--- config.mk ---
export PLATFORM = sky130hd
export DESIGN_NAME = a_line_acq_multi_flat
export DESIGN_NICKNAME = d
export VERILOG_FILES = /design/src/rtl/a_line_acq_multi_if.sv /design/src/rtl/a_line_acq_multi.sv /design/src/flat_wrapper.sv
export SDC_FILE = /design/constraint.sdc
export NUM_CORES = 1
export LEC_CHECK = 0
export BUFFER_PORTS_ARGS = -buffer_cell sky130_fd_sc_hd__buf_4
export CAP_MARGIN = 20
export CORE_MARGIN = 2
export CORE_UTILIZATION = 45
export CTS_BUF_LIST = sky130_fd_sc_hd__clkbuf_4
export CTS_CLUSTER_SIZE = 20
export DETAILED_ROUTE_END_ITERATION = 16
export PLACE_DENSITY = 0.8
export SLEW_MARGIN = 30
export SYNTH_ARGS = -nofsm -noshare
export SYNTH_HDL_FRONTEND = slang
export SYNTH_SLANG_ARGS = --single-unit
export TNS_END_PERCENT = 50
--- constraint.sdc ---
create_clock -name clk_system -period 3.3 [get_ports clk_system]
set_clock_uncertainty 0.05 [all_clocks]
set_input_delay 0.165 -clock clk_system [delete_from_list [all_inputs] [get_ports clk_system]]
set_output_delay 0.165 -clock clk_system [all_outputs]
set_load 0.05 [all_outputs]
--- src/rtl/a_line_acq_multi_if.sv ---
// ADC sample stream in, A-line RAM write stream out; master is the acquisition block's view.
interface a_line_acq_multi_if #(
  parameter int NCH    = 1,
  parameter int DATA_W = 14,
  parameter int ADDR_W = 11
);
  logic [NCH*DATA_W-1:0] adc_data;
  logic                  adc_valid;
  logic                  wr_en;
  logic [ADDR_W-1:0]     wr_addr;
  logic [NCH*DATA_W-1:0] wr_data;

  modport master (
    input  adc_data, adc_valid,
    output wr_en, wr_addr, wr_data
  );

  modport slave (
    output adc_data, adc_valid,
    input  wr_en, wr_addr, wr_data
  );
endinterface

--- src/rtl/a_line_acq_multi.sv ---
// Multi-channel A-line capture: trigger edge, skip trig_delay samples, write NSAMPLES to RAM (TEST_PATTERN_EN adds test pattern).
// Latency: adc_valid to wr_en 1 cycle; aline_done 1 cycle after the DONE state.
// Backpressure: none; the stream is paced by adc_valid only, gaps simply stall DELAY/ACQ.
module a_line_acq_multi #(
  parameter int NCH      = 1,
  parameter int DATA_W   = 14,
  parameter int NSAMPLES = 1170,
  parameter int ADDR_W   = 11,
  parameter int DLY_W    = 11,
  parameter int CNT_W    = 16
) (
  input  logic                clk_system,
  input  logic                global_reset,
  input  logic                enable,
  input  logic                trigger,
  input  logic [DLY_W-1:0]    trig_delay,
  input  logic                clear_flags,
  input  logic                test_mode,
  a_line_acq_multi_if.master  bus,
  output logic                aline_done,
  output logic [CNT_W-1:0]    aline_count,
  output logic                acq_busy,
  output logic                missed_trig,
  output logic [7:0]          missed_count
);
  localparam int DW = NCH * DATA_W;
  localparam logic [ADDR_W-1:0] LAST_IDX = ADDR_W'(NSAMPLES - 1);

  typedef enum logic [1:0] {IDLE, DELAY, ACQ, DONE} state_t;

  state_t            state, state_nxt;
  logic              trig_q;
  logic              trig_edge;
  logic              start;
  logic              miss;
  logic              wr_fire;
  logic [DLY_W-1:0]  dly_cnt;
  logic [ADDR_W-1:0] idx;
  logic [DW-1:0]     wr_sel;

  assign trig_edge = trigger & ~trig_q;
  assign acq_busy  = (state != IDLE);
  assign start     = (state == IDLE) & trig_edge & enable;
  assign miss      = trig_edge & acq_busy;

  always_ff @(posedge clk_system or posedge global_reset) begin
    if (global_reset) state <= IDLE;
    else              state <= state_nxt;
  end

  always_comb begin
    state_nxt = state;
    wr_fire   = 1'b0;
    case (state)
      IDLE:  if (start) state_nxt = (trig_delay == '0) ? ACQ : DELAY;
      DELAY: if (bus.adc_valid && dly_cnt == DLY_W'(1)) state_nxt = ACQ;
      ACQ: begin
        if (bus.adc_valid) begin
          wr_fire = 1'b1;
          if (idx == LAST_IDX) state_nxt = DONE;
        end
      end
      DONE:    state_nxt = IDLE;
      default: state_nxt = IDLE;
    endcase
  end

`ifdef TEST_PATTERN_EN
  always_comb begin
    wr_sel = bus.adc_data;
    if (test_mode) begin
      for (int c = 0; c < NCH; c++) wr_sel[c*DATA_W +: DATA_W] = DATA_W'(int'(idx) + c);
    end
  end
`else
  logic unused_test_mode;
  assign unused_test_mode = test_mode;
  assign wr_sel = bus.adc_data;
`endif

  // trig_q resets high so a trigger already high at reset release is not seen as an edge
  always_ff @(posedge clk_system or posedge global_reset) begin
    if (global_reset) begin
      trig_q       <= 1'b1;
      dly_cnt      <= '0;
      idx          <= '0;
      bus.wr_en    <= 1'b0;
      bus.wr_addr  <= '0;
      bus.wr_data  <= '0;
      aline_done   <= 1'b0;
      aline_count  <= '0;
      missed_trig  <= 1'b0;
      missed_count <= '0;
    end else begin
      trig_q <= trigger;

      if (start)                               dly_cnt <= trig_delay;
      else if (state == DELAY && bus.adc_valid) dly_cnt <= dly_cnt - DLY_W'(1);

      if (state != ACQ) idx <= '0;
      else if (wr_fire) idx <= idx + ADDR_W'(1);

      bus.wr_en <= wr_fire;
      if (wr_fire) begin
        bus.wr_addr <= idx;
        bus.wr_data <= wr_sel;
      end

      aline_done <= (state == DONE);
      if (state == DONE) aline_count <= aline_count + CNT_W'(1);

      // a clear in the same cycle as a miss wins and the miss is dropped
      if (clear_flags) begin
        missed_trig  <= 1'b0;
        missed_count <= '0;
      end else if (miss) begin
        missed_trig <= 1'b1;
        if (missed_count != 8'hFF) missed_count <= missed_count + 8'd1;
      end
    end
  end
endmodule

--- src/flat_wrapper.sv ---
// flat-port wrapper written by rule: the top's interface ports become plain ports
module a_line_acq_multi_flat 
#(
  parameter int NCH      = 1,
  parameter int DATA_W   = 14,
  parameter int NSAMPLES = 1170,
  parameter int ADDR_W   = 11,
  parameter int DLY_W    = 11,
  parameter int CNT_W    = 16
)
  (clk_system, global_reset, enable, trigger, trig_delay, clear_flags, test_mode, aline_done, aline_count, acq_busy, missed_trig, missed_count, bus_adc_data, bus_adc_valid, bus_wr_en, bus_wr_addr, bus_wr_data);
  a_line_acq_multi_if #(.NCH(NCH), .DATA_W(DATA_W), .ADDR_W(ADDR_W)) bus_i ();
  input  logic clk_system;
  input  logic global_reset;
  input  logic enable;
  input  logic trigger;
  input  logic [DLY_W-1:0] trig_delay;
  input  logic clear_flags;
  input  logic test_mode;
  output logic aline_done;
  output logic [CNT_W-1:0] aline_count;
  output logic acq_busy;
  output logic missed_trig;
  output logic [7:0] missed_count;
  input wire logic [$bits(bus_i.adc_data)-1:0] bus_adc_data;
  input wire logic [$bits(bus_i.adc_valid)-1:0] bus_adc_valid;
  output wire logic [$bits(bus_i.wr_en)-1:0] bus_wr_en;
  output wire logic [$bits(bus_i.wr_addr)-1:0] bus_wr_addr;
  output wire logic [$bits(bus_i.wr_data)-1:0] bus_wr_data;
  assign bus_i.adc_data = bus_adc_data;
  assign bus_i.adc_valid = bus_adc_valid;
  assign bus_wr_en = bus_i.wr_en;
  assign bus_wr_addr = bus_i.wr_addr;
  assign bus_wr_data = bus_i.wr_data;
  a_line_acq_multi #(.NCH(NCH), .DATA_W(DATA_W), .NSAMPLES(NSAMPLES), .ADDR_W(ADDR_W), .DLY_W(DLY_W), .CNT_W(CNT_W)) u_core (.clk_system(clk_system), .global_reset(global_reset), .enable(enable), .trigger(trigger), .trig_delay(trig_delay), .clear_flags(clear_flags), .test_mode(test_mode), .bus(bus_i), .aline_done(aline_done), .aline_count(aline_count), .acq_busy(acq_busy), .missed_trig(missed_trig), .missed_count(missed_count));
endmodule
==> results.sh, run 1 <==
export IMPL_ios=85
export IMPL_die_w_um=92.8
export IMPL_synthesis_area_sq_um=3550
export IMPL_criticalPathCategory="flop to flop"
export IMPL_setup_tns_ps=0
export IMPL_dpl_hpwl_um=4900
export IMPL_grt_pass1_wl_um=12100
export IMPL_setup_violations=0
export IMPL_ir_worst_vdd_v=0.000344
export IMPL_rsz0062_at_grt="false"
export IMPL_switchingPower_mw=1.43
export IMPL_placed_cells=492
export IMPL_start_kind="flop"
export IMPL_power_share_clock_pct=16.0
export IMPL_drv_cap=0
export IMPL_cts_tree="done"
export IMPL_final_nets=473
export IMPL_hp_class="primary input to flop"
export IMPL_drive_gt1_share_pct=30.6
export IMPL_grtUsageTotal_pct=17.8
export IMPL_comb_power_share_pct=42.9
export IMPL_status="completed"
export IMPL_switching_share_pct=43.5
export IMPL_finalWeightedCongestion=0.825
export IMPL_vias=2743
export IMPL_viasPerCell=5.11
export IMPL_initial_utilization_pct=46.1
export IMPL_cts_buffers=9
export IMPL_async_reset_ff_share_pct=100
export IMPL_synth_yosys_seq_area_share_pct=54.4
export IMPL_slew_violations=0
export IMPL_final_common_cell="buf_4"
export IMPL_nFillCells=644
export IMPL_post_route_min_period_ps=2130
export IMPL_syn_area_per_cell_sq_um=11.2
export IMPL_die_h_um=92.8
export IMPL_synthTopCellsByArea="dfrtp_1, mux2_2, xnor2_1, xor2_1, ha_1"
export IMPL_grtUsageMet1_pct=22.6
export IMPL_final_cell_mix="buf_4, dfrtp_1, nor2_1"
export IMPL_finalHoldViolCount=0
export IMPL_syn_nets=360
export IMPL_diodes=0
export IMPL_firstDrtPassIters=4
export IMPL_max_slew_margin_pct=55.1
export IMPL_drt_initial_drc_count=108
export IMPL_clockBufferDepth=2
export IMPL_numPortBuffers=83
export IMPL_rows=32
export IMPL_drc=0
export IMPL_grt_pass1_vias=2627
export IMPL_grt_overflow_total=0
export IMPL_core_area_sq_um=7690
export IMPL_critPathCaptureType="flop"
export IMPL_grt_util_met2_pct=30.2
export IMPL_area_delta_synth_final_pct=32.1
export IMPL_tightestPinTransition_ps=673
export IMPL_yosys_register_bits=77
export IMPL_postRouteAntennaNets=0
export IMPL_antenna_found_initial=0
export IMPL_cts_setup_buffers=0
export IMPL_cp_max_fo=4
export IMPL_ys_flop_type="dfrtp_1"
export IMPL_clk_pin_slew_ps=130
export IMPL_power_density_nw_per_um2=703
export IMPL_finalWirelength_um=7370
export IMPL_clockRootBuffer="clkbuf_4"
export IMPL_grt_max_degree=78
export IMPL_finalNonFillerCells=537
export IMPL_synth_edf_count=0
export IMPL_finalPower_mw=3.29
export IMPL_intPower_mw=1.86
export IMPL_fmax_mhz=470
export IMPL_gr_usage_met3_pct=2.52
export IMPL_die_area_sq_um=8610
export IMPL_cts_sink_count=77
export IMPL_period_share_pct=64.4
export IMPL_ys_types=38
export IMPL_synthCells=317
export IMPL_wl_per_cell_um=13.7
export IMPL_worstPathRequired_ps=3590
export IMPL_power_leakage_nw=2.20
export IMPL_synth_top_cell_area_share_pct=53.6
export IMPL_cts_htree_levels=3
export IMPL_yosysWarnings=0
export IMPL_grt_most_used_layer="met2"
export IMPL_cp_arrival_ps=2420
export IMPL_p_seq_share_pct=41.1
export IMPL_yosysTopAreaCell="dfrtp_1"
export IMPL_clk_latency_ps=430
==> layout make-up <==
class	instances	area, sq um	area share, %
clock buffer	9	67.6	1.44
clock inverter	7	58.8	1.26
inverter	14	52.6	1.12
multi-input combinational	215	1530	32.6
sequential	77	1930	41.1
tap	102	128	2.72
timing repair buffer	113	925	19.7
==> timing repair <==
action                                  CTS  global route
hold buffers                             29             0
endpoints found under the hold margin    64             0
resized for setup                         0             0
endpoints found under the setup margin    0             0
==> per-layer routing <==
layer  wire length [um]  vias to the layer above
li1                   -                     1336
met2               3820                       55
met5                  0                        -
met4                157                        0
met3                209                       12
met1               3170                     1340
==> path summary, 6_finish.rpt <==
| kind | startpoint | endpoint | slack (ps) | depth (start not counted) |
|---|---|---|---|---|
| max in group asynchronous | global_reset | u_core.dly_cnt[6] | 2330 | 4 |
| worst min-delay path | enable | u_core.state[0] | 220 | 4 |
| worst max register to register | u_core.state[1] | u_core.dly_cnt[9] | 1170 | 6 |
| min in group asynchronous | global_reset | u_core.bus.wr_data[10] | 400 | 4 |
| worst max-delay path | u_core.state[1] | u_core.dly_cnt[9] | 1170 | 6 |
| worst min register to register | u_core.aline_count[15] | u_core.aline_count[15] | 440 | 1 |
==> flip-flops by register name, summed over array words and instances (netlist names), 2 cells and up <==
signal	flops
u_core.aline_count	16
u_core.dly_cnt	11
u_core.bus.wr_data	14
u_core.missed_count	8
u_core.idx	11
u_core.state	2
u_core.bus.wr_addr	11
==> power groups by stage <==
stage	clock, mW	sequential, mW	combinational, mW
after floorplan	0	1.81	0.537
after CTS	0.542	1.35	1.42
after global routing	0.581	1.39	1.52
after global placement	0	1.35	1.35
after detailed placement	0	1.37	1.39
final	0.527	1.35	1.41
==> worst max-delay path: stages, from the launching register on <==
cell	delay [ps]
dfrtp_1	440
inv_1	120
ha_1	240
nand4bb_2	160
or4_4	520
or3_1	350
a31oi_1	180
==> through the flow <==
step	setup WS, ps	hold WS [ps]	utilization (%)	area [sq um]
5_1_grt	990	218	61.0	4690
3_5_place_dp	1160	243	55.5	4270
6_report	1170	219	61.0	4690
3_3_place_gp	1180	240	55.5	4260
4_1_cts	1150	207	60.9	4680
2_1_floorplan	1120	119	-	3550
==> synth_stat cells (all sizes together), types with 2 or more instances <==
library cell,n
ha,11
nor4,6
a21oi,13
nand3,13
nor4b,2
or3,5
nand2,17
or2,2
nor2,35
inv,14
mux2i,3
nand4,11
dfrtp,76
and2,2
xor2,16
and3,5
clkbuf,10
and4,4
xnor2,20
mux2,25
o21ai,10
==> cells by family after synthesis <==
family	Yosys count	share of synthesized area, %
AND/OR/NAND/NOR	109	16.3
flip-flops	77	54.4
XOR/XNOR	36	8.89
AO/OA/AOI/OAI	31	5.12
multiplexers	28	8.78
buffers and inverters	25	2.68
adder cells (fa/ha/maj)	11	3.88
No activity file was read; power rests on OpenSTA's default activity.
==> run 2, diff against run 1 <==
PLACE_DENSITY = 0.83   (was 0.8)
clock period = 1.8 ns   (was 3.3 ns; I/O delays follow)
==> run 2 against run 1 <==
The flow now finishes with violations (negative setup slack). Combinational power grew 110%. Non-clock buffer count rose by 29. Cell count grew 5.4%. First-iteration DRC count rose by 9.3%. Register-to-register slack worse by 1200 ps. Sequential share of layout area down 2.6 points. Global-route usage increased by 1.4 points. Clock power rose by 100%. Worst hold slack lost 73 ps. Critical endpoint unchanged. Largest power group unchanged.
==> results.sh, run 2 (synthesized netlist as in run 1, its figures left out) <==
export IMPL_top_regs="u_core.aline_count: 16 flops, u_core.bus.wr_data: 14 flops"
export IMPL_cp_arrival_ps=2130
export IMPL_grt_pass1_vias=2958
export IMPL_ios=85
export IMPL_drv_cap=0
export IMPL_violations="negative setup slack"
export IMPL_layout_setup_ws_ps=-40.0
export IMPL_antenna_found_initial=0
export IMPL_finalHoldViolCount=0
export IMPL_finalWirelength_um=7950
export IMPL_power_density_nw_per_um2=1290
export IMPL_grt_max_degree=35
export IMPL_die_h_um=92.8
export IMPL_critPathCaptureType="flop"
export IMPL_cts_tree="done"
export IMPL_max_slew_margin_pct=72.4
export IMPL_diodes=0
export IMPL_final_cell_mix="buf_4, dfrtp_1, nor2_1"
export IMPL_clockBufferDepth=2
export IMPL_cp_max_fo=3
export IMPL_clockRootBuffer="clkbuf_4"
export IMPL_placed_cells=519
export IMPL_drive_gt1_share_pct=36.4
export IMPL_regArea_sq_um=1930
export IMPL_viasPerCell=5.09
export IMPL_finalPower_mw=6.46
export IMPL_vias=2879
export IMPL_fin_area_sq_um=5000
export IMPL_placed_area_sq_um=4490
export IMPL_finalNonFillerCells=566
export IMPL_hp_class="primary input to flop"
export IMPL_initial_utilization_pct=46.1
export IMPL_finalWeightedCongestion=0.818
export IMPL_worstPathRequired_ps=2090
export IMPL_nFillCells=621
export IMPL_rsz0062_at_grt="true"
export IMPL_wl_per_cell_um=14.0
export IMPL_drt_initial_drc_count=118
export IMPL_power_leakage_nw=2.35
export IMPL_area_delta_synth_final_pct=41.1
export IMPL_pre_cts_ws_ps=-122
export IMPL_grt_overflow_total=0
export IMPL_grt_pass1_wl_um=13100
export IMPL_drc=0
export IMPL_numPortBuffers=83
export IMPL_setup_violations=1
export IMPL_largest_register_ffs=16
export IMPL_cts_buffers=9
export IMPL_ir_worst_vdd_v=0.000579
export IMPL_final_nets=502
export IMPL_firstDrtPassIters=4
export IMPL_grtUsageTotal_pct=19.1
export IMPL_clk_latency_ps=410
export IMPL_die_w_um=92.8
export IMPL_criticalPathCategory="flop to flop"
export IMPL_regMostFlops="u_core.aline_count"
export IMPL_dpl_hpwl_um=5570
export IMPL_slew_violations=0
export IMPL_clk_pin_slew_ps=130
export IMPL_fmax_mhz=543
export IMPL_cts_sink_count=77
export IMPL_fin_util_pct=65.1
export IMPL_start_kind="flop"
export IMPL_die_area_sq_um=8610
export IMPL_rows=32
export IMPL_core_area_sq_um=7690
export IMPL_post_route_min_period_ps=1840
export IMPL_multi_input_area_sq_um=1580
export IMPL_tightestPinTransition_ps=414
export IMPL_final_common_cell="buf_4"
export IMPL_cts_htree_levels=3
export IMPL_status="complete, but fails checks"
export IMPL_postRouteAntennaNets=0
export IMPL_period_share_pct=102
[run 2: cell count changes in the layout (fill, tap and decap cells not counted), sizes merged]
cell	delta
clkinv	-4
bufinv	+1
clkbuf	+1
buf	+29
inv	-1
clkinvlp	+3
[run 2: layer usage]
layer	vias to the layer above	wire, um	global-route usage, %
met1	1406	3380	23.3
met2	71	4160	33.5
met5	-	0	0
met3	9	306	3.50
met4	0	94	7.60
li1	1393	-	-
[run 2: layout make-up]
cell class	instances	area share [%]
repair buffers	142	23.3
clock buffers	10	1.50
clock inverters	6	1.40
flip-flops and latches	77	38.5
inverters	14	1.13
multi-input cells	215	31.7
well taps	102	2.55
[run 2: worst paths after layout]
check	start	to	slack [ps]	depth (start not counted)
worst max-delay path	u_core.dly_cnt[4]	u_core.dly_cnt[9]	-40	4
worst min-delay path	enable	u_core.dly_cnt[5]	150	4
worst max register to register	u_core.dly_cnt[4]	u_core.dly_cnt[9]	-40	4
worst min register to register	u_core.aline_count[15]	u_core.aline_count[15]	430	1
max in group asynchronous	global_reset	u_core.trig_q	910	4
min in group asynchronous	global_reset	u_core.aline_count[12]	200	3
[run 2: timing repair]
action | 4_1_cts | 5_1_grt
endpoints found under the hold margin | 113 | 0
setup endpoints to repair | 2 | 24
hold buffers | 29 | 0
setup buffers | 2 | 0
pin swaps | 5 | 4
gates resized for setup | 4 | 9
cloned | 0 | 0
[run 2: worst max-delay path, cell delays in order, from the launching register on]
cell and delay, ps:
dfrtp_1 430, or3_1 370, or4_4 480, or3_1 310, a31oi_1 140
[run 2: through the flow]
stage | hold slack [ps] | TNS, ps
global placement | 69.0 | -51.2
floorplan | 44.5 | -373
CTS | 138 | -30.4
detailed placement | 72.3 | -122
finish | 147 | -40.0
global route | 147 | -216
[run 2: power by group]
part | switching (mW) | internal, mW
sequential | 0.311 | 2.14
combinational | 1.74 | 1.18
clock | 0.635 | 0.448
total | 2.69 | 3.77
